## src/rtl/seg7_digit_scanner_pkg.sv

```systemverilog
// Shared constants for the 7-segment digit scanner.
// Segment bit 0 is segment a, bit 6 is segment g.
package seg7_digit_scanner_pkg;

    localparam int DEFAULT_NUM_DIGITS = 4;

    localparam logic [6:0] SEG_0     = 7'h3F;
    localparam logic [6:0] SEG_1     = 7'h06;
    localparam logic [6:0] SEG_2     = 7'h5B;
    localparam logic [6:0] SEG_3     = 7'h4F;
    localparam logic [6:0] SEG_4     = 7'h66;
    localparam logic [6:0] SEG_5     = 7'h6D;
    localparam logic [6:0] SEG_6     = 7'h7D;
    localparam logic [6:0] SEG_7     = 7'h07;
    localparam logic [6:0] SEG_8     = 7'h7F;
    localparam logic [6:0] SEG_9     = 7'h6F;
    localparam logic [6:0] SEG_BLANK = 7'h00;

    function automatic logic is_bcd(input logic [3:0] v);
        return v <= 4'd9;
    endfunction

endpackage

```

## src/rtl/seg7_digit_scanner_decoder.sv

```systemverilog
// BCD to 7-segment decoder; non-BCD codes decode to blank.
// Purely combinational, shared by all digit slots.
module seg7_digit_scanner_decoder
    import seg7_digit_scanner_pkg::*;
(
    input  logic [3:0] counter,
    output logic [6:0] segments
);

    always_comb begin
        segments = SEG_BLANK;
        case (counter)
            4'd0:    segments = SEG_0;
            4'd1:    segments = SEG_1;
            4'd2:    segments = SEG_2;
            4'd3:    segments = SEG_3;
            4'd4:    segments = SEG_4;
            4'd5:    segments = SEG_5;
            4'd6:    segments = SEG_6;
            4'd7:    segments = SEG_7;
            4'd8:    segments = SEG_8;
            4'd9:    segments = SEG_9;
            default: segments = SEG_BLANK;
        endcase
    end

endmodule

```

## src/rtl/seg7_digit_scanner.sv

```systemverilog
// Multiplexed 7-segment scanner with blank gap, PWM dimming,
// leading-zero blanking and a frame-aligned double buffer.
module seg7_digit_scanner
    import seg7_digit_scanner_pkg::*;
#(
    parameter int          NUM_DIGITS   = DEFAULT_NUM_DIGITS,
    parameter logic [15:0] SLOT_CYCLES  = 16'd10000,
    parameter logic [15:0] BLANK_CYCLES = 16'd100
) (
    input  logic                      clk,
    input  logic                      reset,
    input  logic [4*NUM_DIGITS-1:0]   digits_in,
    input  logic [NUM_DIGITS-1:0]     dp_in,
    input  logic                      digits_valid,
    output logic                      digits_ready,
    input  logic [3:0]                brightness,
    input  logic                      lz_blank,
    output logic [6:0]                seg_out,
    output logic                      dp_out,
    output logic [NUM_DIGITS-1:0]     dig_en,
    output logic                      frame_done
);

    localparam int IW = $clog2(NUM_DIGITS);
    localparam logic [15:0]   SLOT_LAST = SLOT_CYCLES - 16'd1;
    localparam logic [IW-1:0] IDX_LAST  = IW'(NUM_DIGITS - 1);

    logic [15:0]                  slot_cnt;
    logic [IW-1:0]                scan_idx;
    logic [NUM_DIGITS-1:0][3:0]   active_buf;
    logic [NUM_DIGITS-1:0][3:0]   shadow_buf;
    logic [NUM_DIGITS-1:0]        active_dp;
    logic [NUM_DIGITS-1:0]        shadow_dp;
    logic                         shadow_full;

    logic                         slot_end;
    logic                         swap_point;
    logic                         accept;
    logic [3:0]                   cur_digit;
    logic                         cur_dp;
    logic [6:0]                   dec_seg;
    logic [NUM_DIGITS-1:0]        lz_mask;
    logic                         zero_run;
    logic                         lit;
    logic                         blank_digit;
    logic [6:0]                   seg_next;
    logic [NUM_DIGITS-1:0]        dig_next;

    assign slot_end     = (slot_cnt == SLOT_LAST);
    assign swap_point   = slot_end && (scan_idx == IDX_LAST);
    assign digits_ready = !shadow_full;
    assign accept       = digits_valid && !shadow_full;

    // Slot and digit scan counters
    always_ff @(posedge clk) begin
        if (reset) begin
            slot_cnt <= '0;
            scan_idx <= '0;
        end else if (slot_end) begin
            slot_cnt <= '0;
            scan_idx <= (scan_idx == IDX_LAST) ? '0 : scan_idx + 1'b1;
        end else begin
            slot_cnt <= slot_cnt + 16'd1;
        end
    end

    // Shadow fills on handshake; active is only replaced at the frame swap
    always_ff @(posedge clk) begin
        if (reset) begin
            active_buf  <= '0;
            active_dp   <= '0;
            shadow_buf  <= '0;
            shadow_dp   <= '0;
            shadow_full <= 1'b0;
        end else begin
            if (swap_point && shadow_full) begin
                active_buf  <= shadow_buf;
                active_dp   <= shadow_dp;
                shadow_full <= 1'b0;
            end
            if (accept) begin
                shadow_buf  <= digits_in;
                shadow_dp   <= dp_in;
                shadow_full <= 1'b1;
            end
        end
    end

    assign cur_digit = active_buf[scan_idx];
    assign cur_dp    = active_dp[scan_idx];

    seg7_digit_scanner_decoder u_dec (
        .counter  (cur_digit),
        .segments (dec_seg)
    );

    // A digit is leading-zero if it and every digit above it is zero
    always_comb begin
        lz_mask  = '0;
        zero_run = 1'b1;
        for (int i = NUM_DIGITS - 1; i > 0; i--) begin
            zero_run   = zero_run && (active_buf[i] == 4'd0);
            lz_mask[i] = zero_run;
        end
    end

    assign blank_digit = !is_bcd(cur_digit) ||
                         (lz_blank && lz_mask[scan_idx]);

    assign lit = (slot_cnt >= BLANK_CYCLES) &&
                 (brightness == 4'hF || slot_cnt[3:0] < brightness);

    always_comb begin
        seg_next = blank_digit ? SEG_BLANK : dec_seg;
        dig_next = '0;
        dig_next[scan_idx] = lit;
    end

    always_ff @(posedge clk) begin
        if (reset) begin
            seg_out    <= '0;
            dp_out     <= 1'b0;
            dig_en     <= '0;
            frame_done <= 1'b0;
        end else begin
            seg_out    <= seg_next;
            dp_out     <= cur_dp;
            dig_en     <= dig_next;
            frame_done <= swap_point;
        end
    end

endmodule

```

## config.mk

```make
export PLATFORM = sky130hd
export DESIGN_NAME = seg7_digit_scanner
export DESIGN_NICKNAME = d
export VERILOG_FILES = /design/src/rtl/seg7_digit_scanner_pkg.sv /design/src/rtl/seg7_digit_scanner_decoder.sv /design/src/rtl/seg7_digit_scanner.sv
export SDC_FILE = /design/constraint.sdc
export NUM_CORES = 1
export LEC_CHECK = 0
export CORE_MARGIN = 1
export CORE_UTILIZATION = 59
export DETAILED_ROUTE_END_ITERATION = 12
export PLACE_DENSITY = 0.95
export SKIP_CTS_REPAIR_TIMING = 1
export SKIP_LAST_GASP = 1
export SLEW_MARGIN = 20
export SYNTH_ARGS = -nofsm -noshare
export SYNTH_HDL_FRONTEND = slang
export SYNTH_SLANG_ARGS = --single-unit
export TNS_END_PERCENT = 10
```

## constraint.sdc

```tcl
create_clock -name clk -period 6.1 [get_ports clk]
set_clock_uncertainty 0.05 [all_clocks]
set_input_delay 1.22 -clock clk [delete_from_list [all_inputs] [get_ports clk]]
set_output_delay 1.22 -clock clk [all_outputs]
set_load 0.02 [all_outputs]
```

Yosys cells after proc, flatten, opt, wreduce, memory -nomap -nowiden

Memories as Yosys holds them, arrays and structs flattened. A register that Yosys moved wholly into a read port is not among the register bits.
Index checks and enable logic that the tools add are counted.

Add/subtract/negate cells: 2
Magnitude comparators: 5
Eq/ne operators: 3
Muxes and demuxes: 11
Bitwise gates (word level): 1
Reduce and logical (&&, ||, !) cells: 18

Operator list:

| operator                                                                | number |
|---|---|
| 16-bit by 1-bit adder with 16-bit output, second input constant         | 1 |
| 16-bit by 14-bit equality test with 1-bit output, second input constant | 1 |
| 16-bit by 7-bit >= comparator with 1-bit output, second input constant  | 1 |
| 4-bit logical NOT                                                       | 3 |
| 4-bit binary-select mux with 2-bit select                               | 1 |
| 1-bit logical AND                                                       | 8 |
| 1-bit two-way mux                                                       | 5 |
| 4-bit bitwise AND                                                       | 1 |
| 1-bit binary-select mux with 2-bit select                               | 2 |
| 4-bit equality test, second input constant                              | 1 |
| 4-bit <= comparator, second input constant                              | 1 |
| 4-bit < comparator                                                      | 1 |
| 4-bit two-way mux                                                       | 1 |
| 2-bit OR reduction                                                      | 2 |
| 2-bit by 3-bit < comparator with 1-bit output, second input constant    | 1 |
| 2-bit by 1-bit adder with 2-bit output, second input constant           | 1 |
| 1-bit demux with 2-bit select                                           | 1 |
| 2-bit equality test, second input constant                              | 1 |
| 2-bit by 1-bit >= comparator with 1-bit output, second input constant   | 1 |
| 1-bit logical NOT                                                       | 2 |
| 1-bit logical OR                                                        | 2 |
| 2-bit two-way mux                                                       | 1 |
| 2-bit nonzero test                                                      | 1 |

Flip-flop bits (word level): 65
Bits in read-only memories: 112
Input bits: 28
Output and inout port bits: 14
Word-level logic and storage cells: 57
Memories kept: 1

Memories:

| memory           | words | width | read ports | clocked after Yosys merged registers in | wr ports | line                             | source |
|---|---|---|---|---|---|---|---|
| (name not given) | 16    | 7     | 1          | 1                                       | 0        | seg7_digit_scanner_decoder.sv:12 | `case (counter)` |

Logic depth before layout (Yosys ltp)

Depth after elaboration: 8
Gate-level depth with buffers: 8

Modules after synthesis

A second synthesis with hierarchy kept.

Cell total of the unflattened synthesis: 377
Area total of the unflattened synthesis: 3393.3 um^2

By module, submodules not included:

| module                     | times used | cells each | area each (um^2) | seq. area each (um^2) |
|---|---|---|---|---|
| seg7_digit_scanner         | 1          | 349        | 3173.0           | 1441.4 |
| seg7_digit_scanner_decoder | 1          | 28         | 220.2            | 0.0 |

Worst setup path before layout

OpenSTA, ideal clock, no wires.

Path type: in2reg
From: in brightness[1]
To: reg dig_en[0]
Arrival time: 2089 ps
Required time: 5980 ps
Path slack: 3890 ps
Stages on the path: 5
Path buffers: 0
Cell sequence: inv_1 > ha_1 > a21o_1 > a211o_1 > a21oi_1

Cells in the longest elaborated chain, start to end: 4
Elaborated cells between the ends (all ways): 5
Those cells by class: order compare: 1; eq/ne: 1; bitwise: 1; reduce/logical: 2

Ends and longest elaborated chain:

| what                                                             | line                      | source |
|---|---|---|
| start, declared                                                  | seg7_digit_scanner.sv:16  | `input logic [3:0] brightness,` |
| 4-bit < comparator / 4-bit equality test (equally long branches) | seg7_digit_scanner.sv:111 | `(brightness == 4'hF \|\| slot_cnt[3:0] < brightness);` |
| 1-bit logical OR *                                               | seg7_digit_scanner.sv:111 |  |
| 1-bit logical AND *                                              | seg7_digit_scanner.sv:110 | `assign lit = (slot_cnt >= BLANK_CYCLES) &&` |
| 4-bit bitwise AND (no line) *                                    | -                         |  |
| end signal, assigned                                             | seg7_digit_scanner.sv:128 | `dig_en <= dig_next;` |
| end, declared                                                    | seg7_digit_scanner.sv:20  | `output logic [NUM_DIGITS-1:0] dig_en,` |

Every way passes the cells marked *; elsewhere a longest branch is shown, timed or not.
A chain may end at the register's enable or synchronous reset.

Worst setup path in the final report

From: reg shadow_full
To: out digits_ready

Cells in the longest elaborated chain, start to end: 1

Ends and longest elaborated chain:

| what                   | line                     | source |
|---|---|---|
| start, declared        | seg7_digit_scanner.sv:34 | `logic shadow_full;` |
| start signal, assigned | seg7_digit_scanner.sv:74 | `shadow_full <= 1'b0;` |
| start signal, assigned | seg7_digit_scanner.sv:79 | `shadow_full <= 1'b0;` |
| start signal, assigned | seg7_digit_scanner.sv:84 | `shadow_full <= 1'b1;` |
| 1-bit logical NOT      | seg7_digit_scanner.sv:51 | `assign digits_ready = !shadow_full;` |
| end, declared          | seg7_digit_scanner.sv:15 | `output logic digits_ready,` |

Every way passes these cells.

==> impl_metrics.yaml <==
run_status:
  status: "complete, no violations"
final_layout:
  layout.nets: 452
  final_cells: 484
  final_cell_mix: "dfxtp_1, a21oi_1, nand2_1"
  antenna_cells: 0
  final_common_cell: "dfxtp_1"
  post-route-util: 0.750
  drive_gt1_frac: 0.0676
  synthToLayoutAreaGrowth_pct: 18.7
clock_tree:
  cts_sinks: 72
  clock-root-buffer: "clkbuf_8"
  clk_pin_slew_ps: 70
  numCtsBuffers: 9
  cts_tree: "yes"
  cts_max_level: 3
  clock_latency_ps: 360
  cts_buffer_depth: 2
worst_setup_path:
  cp-end-kind: "output port"
  crit_type: "reg2out"
  reg2reg_depth: 4
  worstReg2RegStart: "slot_cnt[12]"
  r2r_end: "scan_idx[0]"
  crit_fanout: 5
  startpoint: "shadow_full"
  r2r_slack_ps: 3510
  start_kind: "flop"
  crit_required_ps: 4830
  arrival_ps: 1420
  endpoint: "digits_ready"
power_and_ir_drop:
  clockPowerShare: 0.433
  leakagePower_nw: 1.35
  intPower_uw: 753
  switchingPower_uw: 220
  p_seq_frac: 0.504
  vdd_ir_drop_max_mv: 0.176
  power_density_nw_per_um2: 248
  swShare: 0.226
  comb_power_share: 0.063
  total_power_uw: 973
die:
  core-area_sq_um: 5240
  die-area_sq_um: 5910
  rows: 26
  ios: 42
  die_h_microns: 76.9
  die_w_microns: 76.9
  start_util: 0.632
sta:
  slew_headroom: 0.373
  finalMaxSlewViolations: 0
  final.setup.tns_ps: 0
  holdWs_ps: 414
  rsz0062_at_grt: "no"
  hold_violations: 0
  fmax_ghz: 0.372
  tightest_slew_ps: 941
  report.final.setup_viol: 0
  post-route-period-util: 0.441
  finalCriticalPeriod_ps: 2690
place:
  dp_hpwl_microns: 4880
  numPortBuffers: 41
  dp.cells: 468
  gp_congestion: 0.845
logic_synthesis:
  synth_edf_count: 0
  seq_area_frac_synth: 0.436
  synthFlopType: "dfxtp_1"
  synth_cell_types: 40
  syn_area_per_cell_sq_um: 8.62
  yosys_warnings: 0
  synthCells: 384
  synth_nets: 427
  syn-cell-area_sq_um: 3310
  postSynth.asyncResetShare: 0
  ys_ff_latch: 72
global_route:
  grt-ovfl-total: 0
  track_usage: 0.268
  antenna_found_initial: 0
  grt_pass1_vias: 2734
  grt_max_degree: 58
  grt_pass1_wl_microns: 12600
drt:
  viasPerCell: 6.06
  first_iter_violations: 182
  drc: 0
  drtPass1Iterations: 5
  ant_nets: 0
  dr_total_vias: 2933
  routedWlPerCell_microns: 14.9
  routed_wl_microns: 7210
hold_path:
  hold_depth: 2
  hp-class: "reg2reg"
job:
  cap_viol_max_count: 0
[worst min path at each step]
stage             startpoint            end  slack [ps]
3_3_place_gp   shadow_buf[7]  shadow_buf[7]         390
5_1_grt         shadow_dp[3]   shadow_dp[3]         420
2_1_floorplan  shadow_buf[0]  shadow_buf[0]         390
4_1_cts         shadow_dp[3]   shadow_dp[3]         410
6_report       shadow_buf[8]  shadow_buf[8]         410
3_5_place_dp   shadow_buf[8]  shadow_buf[8]         400
[Yosys cell counts (3+ instances only)]
library cell | n | share of area
dfxtp_1 | 72 | 0.44
a21oi_1 | 54 | 0.082
nand2_1 | 49 | 0.056
clkbuf_1 | 23 | 0.026
nand4_1 | 22 | 0.042
nor2_1 | 22 | 0.025
o31ai_1 | 20 | 0.045
ha_1 | 15 | 0.057
inv_1 | 15 | 0.017
nor4_1 | 15 | 0.028
xnor2_1 | 10 | 0.026
o21ai_0 | 8 | 0.012
nand3_1 | 7 | 0.011
buf_2 | 5 | 0.0076
mux4_2 | 5 | 0.034
nand2b_1 | 5 | 0.0095
nand3b_1 | 5 | 0.011
nor3_1 | 4 | 0.0061
nor2b_1 | 3 | 0.0057
or3_1 | 3 | 0.0057
[sequential cells by signal, summed over array words and instances, names as in the netlist]
| signal | flops |
|---|---|
| dig_en | 4 |
| scan_idx | 2 |
| frame_done | 1 |
| active_dp | 4 |
| seg_out | 7 |
| active_buf | 16 |
| dp_out | 1 |
| slot_cnt | 16 |
| shadow_dp | 4 |
| shadow_buf | 16 |
| shadow_full | 1 |
[cells by family (layout without fill, tap and decap cells)]
family | Yosys count | after routing | synth area share
adder cells (fa/ha/maj) | 15 | 15 | 0.0567
flip-flops | 72 | 72 | 0.436
buffers and inverters | 43 | 73 | 0.0507
AND/OR/NAND/NOR | 145 | 145 | 0.227
XOR/XNOR | 12 | 12 | 0.0318
multiplexers | 6 | 6 | 0.0371
AO/OA/AOI/OAI | 91 | 91 | 0.161
[power by group through the flow]
stage,Clock (mW),Sequential [mW],Combinational (mW)
final,0.421,0.490,0.0615
after global routing,0.449,0.491,0.0680
after global placement,0,0.500,0.0588
after CTS,0.424,0.490,0.0618
after floorplan,0,0.501,0.0307
after detailed placement,0,0.501,0.0611
[critical path, stage by stage, from the launching register on]
cell and delay [ps]:
dfxtp_1 440, inv_1 90, clkdlybuf4s50_1 540
[cell type report]
type,instances,area (sq um)
Clock buffer,11,141
Inverter,15,56.3
Timing Repair Buffer,42,413
Sequential cell,72,1440
Multi-Input combinational cell,269,1710
Clock inverter,5,80.1
Fill cell,360,1310
Tap cell,70,87.6
[metal layers]
metal | wire length (microns) | global-route usage | up-vias
li1 | - | - | 1428
met1 | 3130 | 0.328 | 1394
met2 | 3570 | 0.454 | 96
met3 | 384 | 0.0619 | 15
met4 | 122 | 0.104 | 0
met5 | 0 | 0 | -
[per-stage QoR]
step / instance area, sq um / setup slack, ps
3_3_place_gp: 3700 / 3050
3_5_place_dp: 3700 / 3310
4_1_cts: 3930 / 3410
5_1_grt: 3930 / 3320
6_report: 3930 / 3410
2_1_floorplan: 3310 / 3890
Power figures use the tool's default switching activity.
